--- src/rtl/stream_to_packed_array.sv ---
// stream_to_packed_array
// Collects BIT_WIDTH-wide elements from a valid/ready stream into a COLS-wide
// packed row and presents the row on a valid/ready output stream. Rows may be
// closed early by in_last; unfilled columns read PAD_VALUE and out_count
// reports how many columns hold real data. Column 0 sits in the LSBs.

// Protocol checker: observes the block's ports and flags protocol breaches.
module stream_to_packed_array_chk #(
    parameter int COLS = 8,
    parameter int DW   = 32,
    parameter int CW   = 4
) (
    input logic          clk,
    input logic          rst,
    input logic          in_valid,
    input logic          in_ready,
    input logic          out_valid,
    input logic          out_ready,
    input logic [DW-1:0] out_data,
    input logic [CW-1:0] out_count,
    input logic          out_last
);

    // Input ready must follow the output side without any register in between.
    a_in_ready: assert property (@(posedge clk)
        in_ready == (!out_valid || out_ready));

    // A held row must not change until the consumer accepts it.
    a_hold_stable: assert property (@(posedge clk) disable iff (rst)
        (out_valid && !out_ready) |=>
            (out_valid && $stable(out_data) && $stable(out_count) && $stable(out_last)));

    // A presented row always carries between 1 and COLS real columns.
    a_count_range: assert property (@(posedge clk) disable iff (rst)
        out_valid |-> ((out_count >= CW'(1'b1)) && (out_count <= CW'(COLS))));

    // With no row presented the side-band outputs sit at their idle values.
    a_idle_clean: assert property (@(posedge clk) disable iff (rst)
        !out_valid |-> ((out_count == {CW{1'b0}}) && !out_last));

    // A held row blocks the input stream entirely.
    a_no_accept_in_hold: assert property (@(posedge clk) disable iff (rst)
        (out_valid && !out_ready) |-> !(in_valid && in_ready));

endmodule

module stream_to_packed_array #(
    parameter int                   BIT_WIDTH = 4,
    parameter int                   COLS      = 8,
    parameter logic [BIT_WIDTH-1:0] PAD_VALUE = {BIT_WIDTH{1'b0}},
    localparam int                  CW        = $clog2(COLS + 1)
) (
    input  logic                      clk,
    input  logic                      rst,
    input  logic [BIT_WIDTH-1:0]      in_data,
    input  logic                      in_valid,
    output logic                      in_ready,
    input  logic                      in_last,
    output logic [COLS*BIT_WIDTH-1:0] out_data,
    output logic                      out_valid,
    input  logic                      out_ready,
    output logic [CW-1:0]             out_count,
    output logic                      out_last
);

    localparam int            IW       = (COLS > 1) ? $clog2(COLS) : 1;
    localparam logic [IW-1:0] LAST_IDX = IW'(COLS - 1);

    typedef enum logic [0:0] {
        ST_FILL = 1'b0,
        ST_HOLD = 1'b1
    } state_t;

    state_t                state_r;
    logic [IW-1:0]         idx_r;
    logic [BIT_WIDTH-1:0]  row_r [COLS];
    logic                  out_valid_r;
    logic [CW-1:0]         out_count_r;
    logic                  out_last_r;

    logic                      in_ready_s;
    logic                      in_beat_s;
    logic                      out_beat_s;
    logic [IW-1:0]             wr_idx_s;
    logic [CW-1:0]             wr_count_s;
    logic                      close_s;
    logic [COLS*BIT_WIDTH-1:0] out_data_s;

    // Handshake qualification; in_ready stays combinational for full throughput.
    always_comb begin
        in_ready_s = !out_valid_r || out_ready;
        in_beat_s  = in_valid && in_ready_s;
        out_beat_s = out_valid_r && out_ready;
    end

    // Column that an accepted element lands in and whether it closes the row.
    always_comb begin
        if (state_r == ST_HOLD) begin
            // An element accepted while a row is held starts the next row.
            wr_idx_s = {IW{1'b0}};
        end else begin
            wr_idx_s = idx_r;
        end
        wr_count_s = CW'(wr_idx_s) + CW'(1'b1);
        close_s    = in_beat_s && ((wr_idx_s == LAST_IDX) || in_last);
    end

    // Fill/hold controller owning the row buffer and all registered outputs.
    always_ff @(posedge clk) begin
        if (rst) begin
            state_r     <= ST_FILL;
            idx_r       <= {IW{1'b0}};
            out_valid_r <= 1'b0;
            out_count_r <= {CW{1'b0}};
            out_last_r  <= 1'b0;
            for (int i = 0; i < COLS; i++) begin
                row_r[i] <= PAD_VALUE;
            end
        end else begin
            case (state_r)
                ST_FILL: begin
                    if (in_beat_s) begin
                        row_r[wr_idx_s] <= in_data;
                        if (close_s) begin
                            state_r     <= ST_HOLD;
                            out_valid_r <= 1'b1;
                            out_count_r <= wr_count_s;
                            out_last_r  <= in_last;
                            idx_r       <= {IW{1'b0}};
                        end else begin
                            idx_r <= idx_r + IW'(1'b1);
                        end
                    end
                end
                ST_HOLD: begin
                    if (out_beat_s) begin
                        // Row handed off: re-pad the buffer before any new write.
                        for (int i = 0; i < COLS; i++) begin
                            row_r[i] <= PAD_VALUE;
                        end
                        if (in_beat_s) begin
                            row_r[wr_idx_s] <= in_data;
                            if (close_s) begin
                                state_r     <= ST_HOLD;
                                out_valid_r <= 1'b1;
                                out_count_r <= wr_count_s;
                                out_last_r  <= in_last;
                                idx_r       <= {IW{1'b0}};
                            end else begin
                                state_r     <= ST_FILL;
                                out_valid_r <= 1'b0;
                                out_count_r <= {CW{1'b0}};
                                out_last_r  <= 1'b0;
                                idx_r       <= wr_idx_s + IW'(1'b1);
                            end
                        end else begin
                            state_r     <= ST_FILL;
                            out_valid_r <= 1'b0;
                            out_count_r <= {CW{1'b0}};
                            out_last_r  <= 1'b0;
                            idx_r       <= {IW{1'b0}};
                        end
                    end
                end
                default: begin
                    state_r     <= ST_FILL;
                    idx_r       <= {IW{1'b0}};
                    out_valid_r <= 1'b0;
                    out_count_r <= {CW{1'b0}};
                    out_last_r  <= 1'b0;
                    for (int i = 0; i < COLS; i++) begin
                        row_r[i] <= PAD_VALUE;
                    end
                end
            endcase
        end
    end

    // Flatten the row registers, column 0 in the least significant bits.
    always_comb begin
        out_data_s = {(COLS*BIT_WIDTH){1'b0}};
        for (int i = 0; i < COLS; i++) begin
            out_data_s[i*BIT_WIDTH +: BIT_WIDTH] = row_r[i];
        end
    end

    assign in_ready  = in_ready_s;
    assign out_data  = out_data_s;
    assign out_valid = out_valid_r;
    assign out_count = out_count_r;
    assign out_last  = out_last_r;

    stream_to_packed_array_chk #(
        .COLS (COLS),
        .DW   (COLS*BIT_WIDTH),
        .CW   (CW)
    ) u_chk (
        .clk       (clk),
        .rst       (rst),
        .in_valid  (in_valid),
        .in_ready  (in_ready_s),
        .out_valid (out_valid_r),
        .out_ready (out_ready),
        .out_data  (out_data_s),
        .out_count (out_count_r),
        .out_last  (out_last_r)
    );

endmodule

--- config.mk ---
export PLATFORM = sky130hd
export DESIGN_NAME = stream_to_packed_array
export DESIGN_NICKNAME = d
export VERILOG_FILES = /design/src/rtl/stream_to_packed_array.sv
export SDC_FILE = /design/constraint.sdc
export NUM_CORES = 1
export LEC_CHECK = 0
export ABC_AREA = 0
export BUFFER_PORTS_ARGS = -buffer_cell sky130_fd_sc_hd__buf_2
export CORE_ASPECT_RATIO = 0.8
export CORE_MARGIN = 10
export CORE_UTILIZATION = 57
export CTS_CLUSTER_DIAMETER = 100
export DETAILED_ROUTE_END_ITERATION = 7
export PLACE_DENSITY = 0.83
export SLEW_MARGIN = 20
export SYNTH_ARGS = -nofsm -noshare
export SYNTH_HDL_FRONTEND = slang
export SYNTH_SLANG_ARGS = --single-unit
--- constraint.sdc ---
create_clock -name clk -period 4.2 [get_ports clk]
set_input_delay 0.84 -clock clk [delete_from_list [all_inputs] [get_ports clk]]
set_output_delay 0.84 -clock clk [all_outputs]
set_load 0.02 [all_outputs]
==> key figures <==
STA
  • Setup TNS Final: 0 ns
  • Worst-Margin Slew: just under 0.8 ns
  • RSZ-0062 raised after global routing: false
  • Max-slew headroom: 0.477
  • Post-route setup slack: ~1.8 ns
  • Final Hold Violating Endpoints: 0
  • Crit path time final: approximately 2.4 ns
  • Clock Skew: approximately 0.0048 ns
  • Max frequency: 410 MHz
  • Setup Viol. Count Final: 0
  • Slew Limit Fails: 0
  • Period utilization: 0.580

Yosys
  • Post-synthesis cell type count: 43
  • Syn Nets: around 170
  • Synth Area per Inst: between 10 and 15 µm²
  • Seq/Total Area, Yosys: 0.585
  • Synth Cell Area: 0.00198 mm²
  • Synth Register Bits: between 40 and 50
  • Warnings from Yosys: 0
  • Cells after synthesis: between 150 and 200

Critical path
  • Crit-path slowest cell: dfxtp_1
  • Startpoint types: flop
  • CP Class: flop to flop
  • Slowest Stage Delay on Critical Path: about 0.63 ns
  • Worst-path fanout max: 15
  • CP delay by family, top: compound AO/OA/AOI/OAI gates
  • CP required: 4.44 ns
  • Critical path arrival: roughly 2.7 ns
  • Critical Path End Type: flop
  • Cell Chain, Critical Path: and2b_2, ha_1, ha_1, o21a_1, o211ai_1, nor2b_1, a22o_1
  • Most Frequent Cell on Critical Path: ha_1
  • CP bufs+invs: 0

Global route
  • GRT Residual Overflow: 0
  • First-pass GRT wire length: roughly 7100 µm
  • Vias in the first global route: roughly 1,400
  • Total track usage: 0.144
  • Largest net degree at the start of global routing: 16
  • Initial antenna violation count: 0

Power and ir drop
  • PD cells: between 300 and 400 mW/mm²
  • P_sw: 0.235 mW
  • Cell Int Power: around 0.69 mW
  • Clock power share: 0.333
  • Tot Pwr: around 0.93 mW
  • Sw frac: 0.254
  • LEAKAGE: approximately 1.0 nW
  • Flop pwr share: 0.523
  • Part of the power in combinational logic: 0.143
  • VDD IR-drop max: ~0.37 mV

Floorplanning
  • Die span in x: 86.0 µm
  • Ports: 48
  • Initial core utilization: 0.584
  • FP Rows: 19
  • Core Region: about 0.0034 mm²
  • Die height: between 70 and 80 µm
  • Die area: roughly 0.0063 mm²

Detailed routing
  • 1st-pass router iterations: 4
  • Vias per inst: 5.61
  • WL final: 4360 µm
  • Via count: approximately 1,400
  • Starting DRC count in detailed routing: roughly 110
  • WL per Instance: 17.4 µm
  • DRC viols: 0
  • ANT nets after route: 0

CTS
  • Post-CTS Resized: 0
  • Clock transition at path regs: 0.07 ns
  • Clock Root Buffer: clkbuf_8
  • Skew-Pair Late Insertion Delay: ~0.29 ns
  • TritonCTS Sinks: 42
  • CTS Hold Buffers Added: 0
  • CTS tree: yes
  • TritonCTS buffer count: 5
  • Worst-case clock buffer depth: 2
  • Postcts setup bufs: 0
  • Htree depth: 2

Placed design
  • DP HPWL: ~3400 µm
  • Pre-CTS setup slack: 1.80 ns
  • IO Port Bufs: 47
  • Placer Congestion: between 0.8 and 0.9

Layout
  • Storage element area: roughly 0.0012 mm²
  • Final Core Density: 0.693
  • Commonest cells after routing, fill and taps aside: buf_2, and2_1, edfxtp_1, dfxtp_1, nand2b_1
  • Area of the multi-input gates: 776 µm²
  • Fill cells: 254
  • Number of diodes: 0
  • Share of post-route cells with drive strength above 1: 0.340
  • Nets: about 220
  • Commonest non-fill, non-tap cell in the layout: buf_2
  • Area grow syn2layout: 18.8%

Min path
  • Hold WC Path Type: flop to flop

Job
  • Maxcap violations: 0

Outcome
  • Status: finished, final reports clean
==> cell type report <==
cell class | count | share of cell area
Clock buffer | 7 | 0.0324
Tap cell | 42 | 0.0223
Multi-Input combinational cell | 105 | 0.329
Sequential cell | 42 | 0.493
Clock inverter | 1 | 0.0127
Timing Repair Buffer | 47 | 0.0998
Inverter | 7 | 0.0111
==> final timing paths <==
check                                 start                   endpoint  slack [ns]  cells after the start
setup / recovery         state_r$_SDFF_PP0_  out_count[2]$_SDFFE_PP0P_        1.76                      7
hold / removal    out_count[2]$_SDFFE_PP0P_  out_count[2]$_SDFFE_PP0P_        0.48                      1
setup reg to reg         state_r$_SDFF_PP0_  out_count[2]$_SDFFE_PP0P_        1.76                      7
hold reg to reg   out_count[2]$_SDFFE_PP0P_  out_count[2]$_SDFFE_PP0P_        0.48                      1
==> routing by layer <==
layer  up-vias  wire length (µm)  global-route usage
met5         -                 0                   0
li1        670                 -                   -
met4         0                60              0.0566
met1       679              1710               0.156
met3         8               306              0.0469
met2        51              2280               0.253
==> flip-flops by register name, summed over array words and instances (netlist names) <==
| signal | flops |
|---|---|
| row_r | 32 |
| state_r | 1 |
| idx_r | 3 |
| out_count | 4 |
| out_last | 1 |
| out_valid | 1 |
==> Yosys cell counts <==
master / instances / area, µm²
inv_1: 3 / 11.3
buf_2: 2 / 10.0
a31o_2: 1 / 8.76
buf_4: 1 / 7.51
nand3_1: 2 / 10.0
nor2_1: 7 / 26.3
nor3_2: 3 / 30.0
dfxtp_1: 10 / 200
a31oi_1: 3 / 18.8
or3_1: 1 / 6.26
and4_1: 1 / 8.76
o211a_1: 1 / 10.0
a41oi_1: 1 / 8.76
a211o_1: 1 / 8.76
nor2_2: 1 / 6.26
nor4_4: 4 / 85.1
nand4b_4: 1 / 23.8
nand4b_1: 1 / 8.76
o21a_1: 1 / 7.51
a21oi_1: 4 / 20.0
nand2_1: 6 / 22.5
or2_2: 1 / 6.26
o211ai_1: 1 / 7.51
nor2b_1: 2 / 12.5
a21o_1: 1 / 7.51
ha_1: 4 / 50.1
edfxtp_1: 32 / 961
nand2b_1: 8 / 50.1
and2_1: 32 / 200
a32oi_1: 2 / 17.5
o21ai_1: 1 / 5.00
and3_1: 2 / 12.5
o22ai_1: 1 / 6.26
and2b_2: 1 / 8.76
a22o_1: 2 / 17.5
o21ai_0: 1 / 5.00
a211oi_1: 1 / 7.51
inv_2: 4 / 15.0
nand2b_2: 2 / 17.5
nor3_1: 1 / 5.00
mux2i_1: 2 / 20.0
a2bb2oi_1: 1 / 8.76
clkbuf_1: 1 / 3.75
==> per-stage QoR <==
| stage | cell area [µm²] | cells | hold slack [ns] |
|---|---|---|---|
| 6_report | 2360 | 251 | 0.483 |
| 5_1_grt | 2360 | 251 | 0.496 |
| 4_1_cts | 2360 | 251 | 0.485 |
| 3_5_place_dp | 2250 | 243 | 0.464 |
| 3_3_place_gp | 2250 | 243 | 0.443 |
| 2_1_floorplan | 1980 | 158 | 0.512 |
==> kinds of logic after synthesis <==
group           count (synthesis)  synth area share
flops                          42             0.585
buf+inv                        11            0.0240
mux                             2            0.0101
simple gates                   76             0.272
fa+ha+maj                       4            0.0252
compound gates                 23            0.0832
==> power by group through the flow <==
stage / Combinational (mW) / Clock [mW] / Sequential (mW)
after global placement: 0.129 / 0 / 0.493
after detailed placement: 0.134 / 0 / 0.494
after global routing: 0.144 / 0.334 / 0.487
after CTS: 0.134 / 0.313 / 0.485
after floorplan: 0.0671 / 0 / 0.516
final: 0.133 / 0.309 / 0.484
(Power assumes the default switching activity.)
